### src/rtl/multicycle_ctrl.sv
// multicycle_ctrl: control sequencer for a multi-cycle MIPS datapath
// (shared instruction/data memory, IR, A/B, ALUOut, PC).
// Handles R-type, lw, sw, beq and j. Memory states stall on mem_ready.
// Unsupported opcodes are flagged in DECODE and the sequencer returns to FETCH.
//
// Parameters:
//   USE_MEM_READY  1: stall on mem_ready in memory states; 0: memory always ready
//   STATE_W        width of the state_o debug port (>= 4)
// Ports:
//   clk, rst_n       clock (rising edge), asynchronous active-low reset
//   opcode           IR[31:26], sampled and latched in DECODE
//   mem_ready        memory completed the current access this cycle
//   pc_write, pc_write_cond, pc_source            PC update controls
//   i_or_d, mem_read, mem_write, ir_write         memory / IR controls
//   mem_to_reg, reg_dst, reg_write                register file controls
//   alu_src_a, alu_src_b, alu_op                  ALU operand / operation selects
//   instr_done       last cycle of each instruction (including illegal ones)
//   illegal_op       unsupported opcode seen in DECODE
//   state_o          current state (debug)
module multicycle_ctrl #(
  parameter int unsigned USE_MEM_READY = 1,
  parameter int unsigned STATE_W       = 4
) (
  input  logic               clk,
  input  logic               rst_n,
  input  logic [5:0]         opcode,
  input  logic               mem_ready,
  output logic               pc_write,
  output logic               pc_write_cond,
  output logic [1:0]         pc_source,
  output logic               i_or_d,
  output logic               mem_read,
  output logic               mem_write,
  output logic               ir_write,
  output logic               mem_to_reg,
  output logic               reg_dst,
  output logic               reg_write,
  output logic               alu_src_a,
  output logic [1:0]         alu_src_b,
  output logic [1:0]         alu_op,
  output logic               instr_done,
  output logic               illegal_op,
  output logic [STATE_W-1:0] state_o
);

  localparam logic [5:0] OP_R   = 6'b000000;
  localparam logic [5:0] OP_LW  = 6'b100011;
  localparam logic [5:0] OP_SW  = 6'b101011;
  localparam logic [5:0] OP_BEQ = 6'b000100;
  localparam logic [5:0] OP_J   = 6'b000010;

  typedef enum logic [3:0] {
    S_FETCH    = 4'd0,
    S_DECODE   = 4'd1,
    S_MEM_ADDR = 4'd2,
    S_MEM_RD   = 4'd3,
    S_MEM_WB   = 4'd4,
    S_MEM_WR   = 4'd5,
    S_EXEC     = 4'd6,
    S_R_WB     = 4'd7,
    S_BRANCH   = 4'd8,
    S_JUMP     = 4'd9
  } state_t;

  state_t     state_q, state_d;
  logic [5:0] opc_q;
  logic       rdy;
  logic       op_legal;

  assign rdy      = (USE_MEM_READY != 0) ? mem_ready : 1'b1;
  assign op_legal = (opcode == OP_R) || (opcode == OP_LW) || (opcode == OP_SW) ||
                    (opcode == OP_BEQ) || (opcode == OP_J);

  always_comb begin
    state_d = S_FETCH;
    case (state_q)
      S_FETCH:    state_d = rdy ? S_DECODE : S_FETCH;
      S_DECODE: begin
        case (opcode)
          OP_R:          state_d = S_EXEC;
          OP_LW, OP_SW:  state_d = S_MEM_ADDR;
          OP_BEQ:        state_d = S_BRANCH;
          OP_J:          state_d = S_JUMP;
          default:       state_d = S_FETCH;
        endcase
      end
      S_MEM_ADDR: begin
        if (opc_q == OP_LW)      state_d = S_MEM_RD;
        else if (opc_q == OP_SW) state_d = S_MEM_WR;
        else                     state_d = S_FETCH;
      end
      S_MEM_RD:   state_d = rdy ? S_MEM_WB : S_MEM_RD;
      S_MEM_WR:   state_d = rdy ? S_FETCH : S_MEM_WR;
      S_EXEC:     state_d = S_R_WB;
      default:    state_d = S_FETCH;
    endcase
  end

  always_ff @(posedge clk or negedge rst_n) begin
    if (!rst_n) begin
      state_q <= S_FETCH;
      opc_q   <= '0;
    end else begin
      state_q <= state_d;
      if (state_q == S_DECODE) opc_q <= opcode;
    end
  end

  // Outputs are decoded from the current state rather than registered: FETCH
  // is Mealy on rdy, and every output must drop to 0 combinationally while
  // rst_n is low.
  always_comb begin
    pc_write      = 1'b0;
    pc_write_cond = 1'b0;
    pc_source     = '0;
    i_or_d        = 1'b0;
    mem_read      = 1'b0;
    mem_write     = 1'b0;
    ir_write      = 1'b0;
    mem_to_reg    = 1'b0;
    reg_dst       = 1'b0;
    reg_write     = 1'b0;
    alu_src_a     = 1'b0;
    alu_src_b     = '0;
    alu_op        = '0;
    instr_done    = 1'b0;
    illegal_op    = 1'b0;
    state_o       = '0;
    if (rst_n) begin
      state_o[3:0] = state_q;
      case (state_q)
        S_FETCH: begin
          mem_read  = 1'b1;
          alu_src_b = 2'b01;
          ir_write  = rdy;
          pc_write  = rdy;
        end
        S_DECODE: begin
          alu_src_b  = 2'b11;
          illegal_op = !op_legal;
          instr_done = !op_legal;
        end
        S_MEM_ADDR: begin
          alu_src_a = 1'b1;
          alu_src_b = 2'b10;
        end
        S_MEM_RD: begin
          mem_read = 1'b1;
          i_or_d   = 1'b1;
        end
        S_MEM_WB: begin
          reg_write  = 1'b1;
          mem_to_reg = 1'b1;
          instr_done = 1'b1;
        end
        S_MEM_WR: begin
          mem_write  = 1'b1;
          i_or_d     = 1'b1;
          instr_done = rdy;
        end
        S_EXEC: begin
          alu_src_a = 1'b1;
          alu_op    = 2'b10;
        end
        S_R_WB: begin
          reg_write  = 1'b1;
          reg_dst    = 1'b1;
          instr_done = 1'b1;
        end
        S_BRANCH: begin
          alu_src_a     = 1'b1;
          alu_op        = 2'b01;
          pc_write_cond = 1'b1;
          pc_source     = 2'b01;
          instr_done    = 1'b1;
        end
        S_JUMP: begin
          pc_write   = 1'b1;
          pc_source  = 2'b10;
          instr_done = 1'b1;
        end
        default: begin
          state_o = '0;
        end
      endcase
    end
  end

endmodule

### config.mk
export PLATFORM = sky130hd
export DESIGN_NAME = multicycle_ctrl
export DESIGN_NICKNAME = d
export VERILOG_FILES = /design/src/rtl/multicycle_ctrl.sv
export SDC_FILE = /design/constraint.sdc
export NUM_CORES = 1
export LEC_CHECK = 0
export ABC_AREA = 1
export CORE_MARGIN = 3
export CORE_UTILIZATION = 47
export CTS_BUF_LIST = sky130_fd_sc_hd__clkbuf_4 sky130_fd_sc_hd__clkbuf_8
export CTS_CLUSTER_DIAMETER = 80
export DETAILED_ROUTE_END_ITERATION = 8
export GPL_TIMING_DRIVEN = 0
export PLACE_DENSITY = 0.82
export SLEW_MARGIN = 10
export SYNTH_ARGS = -nofsm -noshare
export SYNTH_HDL_FRONTEND = slang
export SYNTH_SLANG_ARGS = --single-unit
### constraint.sdc
create_clock -name clk -period 2.3 [get_ports clk]
set_input_delay 0.46 -clock clk [delete_from_list [all_inputs] [get_ports clk]]
set_output_delay 0.46 -clock clk [all_outputs]
set_load 0.005 [all_outputs]
==> impl_metrics.yaml, run 1 <==
yosys:
  ys_dominant_reg_cell: "dfrtp_1"
  synth_top_cell_by_area: "dfrtp_1"
  syn_area_per_cell_um2: 6.23
  yosys-top-cells-area: "dfrtp_1, nor2_1, nand2_1, nand3_1, inv_1"
  ys_seq_area_frac: 0.329
  synth_edf_count: 0
  netlist_area_um2: 759
  syn-num-nets: 131
  netlist_top_cells_count: "nor2_1, nand2_1, nand3_1"
  async_flop_share: 1.00
  yosysWarnings: 0
  ys_seq_elements: 10
  synth.distinct_cells: 20
  synthCells: 122
  synth_top_area_frac: 0.329
  yosysMostFrequentCell: "nor2_1"
floorplanning:
  initial_utilization: 0.543
  dieArea_um2: 2130
  core_area_um2: 1400
  fp.dieW_um: 46.2
  boundaryPins: 31
  rows: 13
  die_h_um: 46.2
cts:
  numCtsBuffers: 3
  cts.clk_slew.worst_paths_ns: 0.06
  cts_tree: "done"
  cts_root_buffer: "clkbuf_4"
  clockBufferDepth: 2
  clkLatencyLatePin_ns: 0.26
  numClockSinks: 10
  htreeDepth: 1
worst_setup_path:
  r2r_start: "state_q[2]$_DFF_PN0_"
  r2r.worst_path.cells: 6
  worst_ep_arrival_time_ns: 1.81
  worst_setup_path_end_kind: "primary output"
  start_kind: "register"
  cp_top_family: "buffers and inverters"
  path_class: "reg -> out"
  regToRegSetupSlack_ns: 0.92
  cp_slowest_stage_delay_ns: 0.48
  timing.critical_path.buf_inv: 2
  cp.required_ns: 1.84
  worstPathMaxFanout: 6
  crit_path_top_delay_cell: "clkdlybuf4s50_1"
  crit_chain: "nor2_4 > nand3_2 > nor2_1 > buf_4 > clkdlybuf4s50_1"
  rr_endpoint: "state_q[1]$_DFF_PN0_"
sta:
  final_hold_viol_count: 0
  min_period_ns: 2.27
  grt_setup_unrepaired: "yes"
  max_freq_mhz: 440
  skew_ns: 0.000483
  fin_setup_tns_ns: 0
  post-route-period-util: 0.988
  worst_slew_pin_slew_ns: 0.263
  slew-limit-headroom: 0.824
  finalSetupViolations: 0
  slew_violations: 0
grt:
  grt_first_pass_wirelength_mm: 3.59
  overflow: 0
  antenna_found_initial: 0
  grt_pass1_vias: 837
  grt_usage: 0.239
  grt_max_degree: 13
worst_hold_path:
  hold_class: "in -> async"
cells_and_area:
  drive_above_1_share: 0.234
  fin_nets: 169
  multi_input_area_um2: 495
  n_fill_cell: 94
  n_antenna_cell: 0
  ff_latch_area_um2: 254
  syn2layout_area_growth_pct: 56.3
placement:
  port_buffers: 30
  dp_hpwl_mm: 1.77
  gpl.final_weighted_congestion: 0.866
job:
  cap_violations: 0
power_and_ir_drop:
  p_leak_nw: 0.561
  power_density_nw_per_um2: 401
  peakVddDrop_v: 0.000320
  power.total_mw: 0.476
route:
  postRouteAntennaNets: 0
  route.detailed.drc: 0
  wl_per_cell_um: 14.1
  vias: 970
  vias_per_cell: 5.61
  routed_wl_mm: 2.43
  drt_iter0_drc: 55
  firstDrtPassIters: 5
run_status:
  status: "completed"
[worst max-delay path by stage]
stage	start	to	slack, ns	cells after the start
after floorplan	rst_n	pc_source[0]	0.74	4
final	state_q[1]$_DFF_PN0_	pc_source[0]	0.03	5
after global placement	rst_n	pc_source[0]	-0.67	6
after CTS	state_q[0]$_DFF_PN0_	pc_source[0]	0.01	5
after global routing	state_q[2]$_DFF_PN0_	pc_write	-0.03	4
after detailed placement	rst_n	pc_source[0]	-0.71	6
[power breakdown]
group	internal [mW]	switching, mW	total [mW]
sequential	0.200	0.0177	0.218
clock	0.0603	0.0564	0.117
combinational	0.0632	0.0781	0.141
total	0.324	0.152	0.476
[worst reg2reg max path, stage by stage (launching register included)]
cell	delay, ns
dfrtp_1	0.40
buf_4	0.16
nor2_4	0.17
nand2_1	0.09
nor3_1	0.26
nor2_1	0.11
nand3_1	0.12
[layer usage]
metal  global-route usage  routed length, um
met5                    0                  0
met4                0.125                 76
met3               0.0234                200
met2                0.382               1160
met1                0.315                993
[cell usage in the layout, fill, tap and decap left out, drive strengths merged]
cell and instances:
nor2 37, o22ai 1, nor3 4, dlymetal6s2s 1
inv 15, o211ai 1, dlygate4sd2 5, nand3 15
a21oi 3, buf 7, clkdlybuf4s50 23, a31oi 1
o21ai 5, clkbuf 3, nand2 27, dfrtp 10
[sequential cells by signal, summed over array words and instances (netlist names)]
register,count
opc_q,6
state_q,4
[kinds of logic after synthesis]
family,after synthesis,share of synthesized area
DFF,10,0.329
buffers and inverters,18,0.104
and+or+nand+nor,83,0.476
AOI/OAI and AO/OA,11,0.0906
[cell type report]
class                      instances  area share
timing repair buffer              33       0.267
buffer                             3      0.0200
clock buffer                       3      0.0190
multi-input combinational         94       0.417
sequential                        10       0.214
inverter                          15      0.0474
tap                               15      0.0158
[through the flow]
stage | util | area (um2) | hold WS, ns | std cells | worst slack [ns]
after floorplan | - | 759 | 0.164 | 122 | 0.736
after global placement | 0.771 | 1080 | 0.455 | 167 | -0.673
after detailed placement | 0.771 | 1080 | 0.460 | 167 | -0.710
after CTS | 0.810 | 1130 | 0.0197 | 171 | 0.0129
after global routing | 0.849 | 1190 | 0.0200 | 173 | -0.0340
final | 0.849 | 1190 | 0.0246 | 173 | 0.0266
[what timing repair did]
action	in CTS	in global routing
setup buffers	1	2
hold buffers	0	0
pin swaps	2	2
endpoints found under the setup margin	22	13
resized for setup	23	14
Power figures use the tool's default switching activity.
==> run 2: changes to the inputs <==
--- a/config.mk
+++ b/config.mk
@@ -10,6 +10,7 @@
 export CORE_UTILIZATION = 47
 export CTS_BUF_LIST = sky130_fd_sc_hd__clkbuf_4 sky130_fd_sc_hd__clkbuf_8
 export CTS_CLUSTER_DIAMETER = 80
+export CTS_CLUSTER_SIZE = 14
 export DETAILED_ROUTE_END_ITERATION = 8
 export GPL_TIMING_DRIVEN = 0
 export PLACE_DENSITY = 0.82
==> constraint.sdc (replaced) <==
create_clock -name clk -period 2.3 [get_ports clk]
set_input_delay 0.46 -clock clk [delete_from_list [all_inputs] [get_ports clk]]
set_output_delay 0.46 -clock clk [all_outputs]
set_load 0.02 [all_outputs]
==> run 2 against run 1 <==
Effect of this change: worst hold slack lost 0.0098 ns; combinational power increased by 5%; power up 2.2%; largest cell class unchanged; largest power group unchanged.
==> impl_metrics.yaml, run 2 (synthesis results as in run 1) <==
placement:
  dp_hpwl_mm: 1.77
  place_area_um2: 1080
  gpl.final_weighted_congestion: 0.866
  dp_cells: 167
  port_buffers: 30
  dp_slack_ns: -0.814
sta:
  whs_ns: 0.0148
  min_period_ns: 2.21
  worst_slew_pin_slew_ns: 0.286
  post-route-period-util: 0.961
  fin_ws_ns: 0.0895
  slew-limit-headroom: 0.809
  max_freq_mhz: 452
  fin_setup_tns_ns: 0
  finalSetupViolations: 0
  slew_violations: 0
  skew_ns: 0.00226
  grt_setup_unrepaired: "no"
  final_hold_viol_count: 0
cells_and_area:
  syn2layout_area_growth_pct: 48.8
  reg.largest.list: "opc_q x6, state_q x4"
  final_cells: 170
  final_cell_mix: "nor2_1, nand2_1, inv_1, nand3_1, dlygate4sd2_1"
  top_register: "opc_q"
  largest_register_ffs: 6
  n_antenna_cell: 0
  fin_nets: 166
  final_core_util: 0.808
  drive_above_1_share: 0.174
  layout_commonest_cell: "nor2_1"
  final_area_um2: 1130
floorplanning:
  die_h_um: 46.2
  core_area_um2: 1400
  fp.dieW_um: 46.2
  rows: 13
  dieArea_um2: 2130
  initial_utilization: 0.543
  boundaryPins: 31
cts:
  clkLatencyLatePin_ns: 0.26
  cts_root_buffer: "clkbuf_4"
  cts.clk_slew.worst_paths_ns: 0.07
  htreeDepth: 1
  cts_tree: "done"
  numClockSinks: 10
  clockBufferDepth: 2
  numCtsBuffers: 3
grt:
  grt_usage: 0.251
  grt_max_degree: 13
  grt_pass1_vias: 807
  overflow: 0
  antenna_found_initial: 0
  grt_first_pass_wirelength_mm: 3.73
worst_setup_path:
  regToRegSetupSlack_ns: 0.95
  cp.required_ns: 1.84
  worst_ep_arrival_time_ns: 1.75
  worstPathMaxFanout: 5
  path_class: "reg -> out"
  start_kind: "register"
  worst_setup_path_end_kind: "primary output"
power_and_ir_drop:
  peakVddDrop_v: 0.000314
  internal_power_mw: 0.320
  p_seq_frac: 0.448
  power_density_nw_per_um2: 431
  clkPwrFrac: 0.248
  combPwrFrac: 0.304
  swShare: 0.343
  switchingPower_mw: 0.167
  power.total_mw: 0.486
  p_leak_nw: 0.705
route:
  vias_per_cell: 5.56
  postRouteAntennaNets: 0
  routed_wl_mm: 2.40
  wl_per_cell_um: 14.1
  vias: 945
  drt_iter0_drc: 43
  route.detailed.drc: 0
  firstDrtPassIters: 4
run_status:
  status: "completed"
worst_hold_path:
  hold_class: "in -> async"
job:
  cap_violations: 0
==> run 2: timing repair <==
action / CTS / global route
resized for setup: 28 / 19
setup buffers: 0 / 0
gates cloned: 0 / 0
hold buffers: 0 / 0
setup endpoints to repair: 22 / 10
==> run 2: worst max-delay path, cell delays in order (launching register included) <==
cell and delay, ns:
dfrtp_1 0.45, inv_1 0.14, nor2_2 0.19, nand2_1 0.16, a31oi_1 0.19, dlygate4sd2_1 0.35
==> run 2: layout make-up <==
cell class / count / area [um2]
Buffer: 3 / 23.8
Multi-Input combinational cell: 94 / 460
Timing Repair Buffer: 30 / 295
Sequential cell: 10 / 253
Fill cell: 118 / 269
Clock buffer: 3 / 22.5
Tap cell: 15 / 18.8
Inverter: 15 / 56.3
==> run 2: final timing paths <==
kind                            cells after the start                  from              endpoint
worst max-delay path                                5  state_q[2]$_DFF_PN0_             alu_src_a
worst min-delay path                                1                 rst_n  state_q[1]$_DFF_PN0_
worst max register to register                      6  state_q[2]$_DFF_PN0_  state_q[2]$_DFF_PN0_
worst min register to register                      2  opc_q[5]$_DFFE_PN0N_  opc_q[5]$_DFFE_PN0N_
max in group asynchronous                           1                 rst_n  state_q[0]$_DFF_PN0_
min in group clk                                    2  opc_q[5]$_DFFE_PN0N_  opc_q[5]$_DFFE_PN0N_
==> run 2: metal layers <==
layer,GRT usage,wire length [um]
met5,0,0
met2,0.418,1160
met1,0.336,949
met4,0.102,57
met3,0.0117,232
==> run 2: power by group through the flow <==
stage / logic [mW] / clock network [mW] / registers [mW]
floorplan: 0.0898 / 0 / 0.215
global placement: 0.143 / 0 / 0.218
detailed placement: 0.146 / 0 / 0.218
CTS: 0.147 / 0.120 / 0.216
global route: 0.164 / 0.129 / 0.220
finish: 0.148 / 0.121 / 0.218
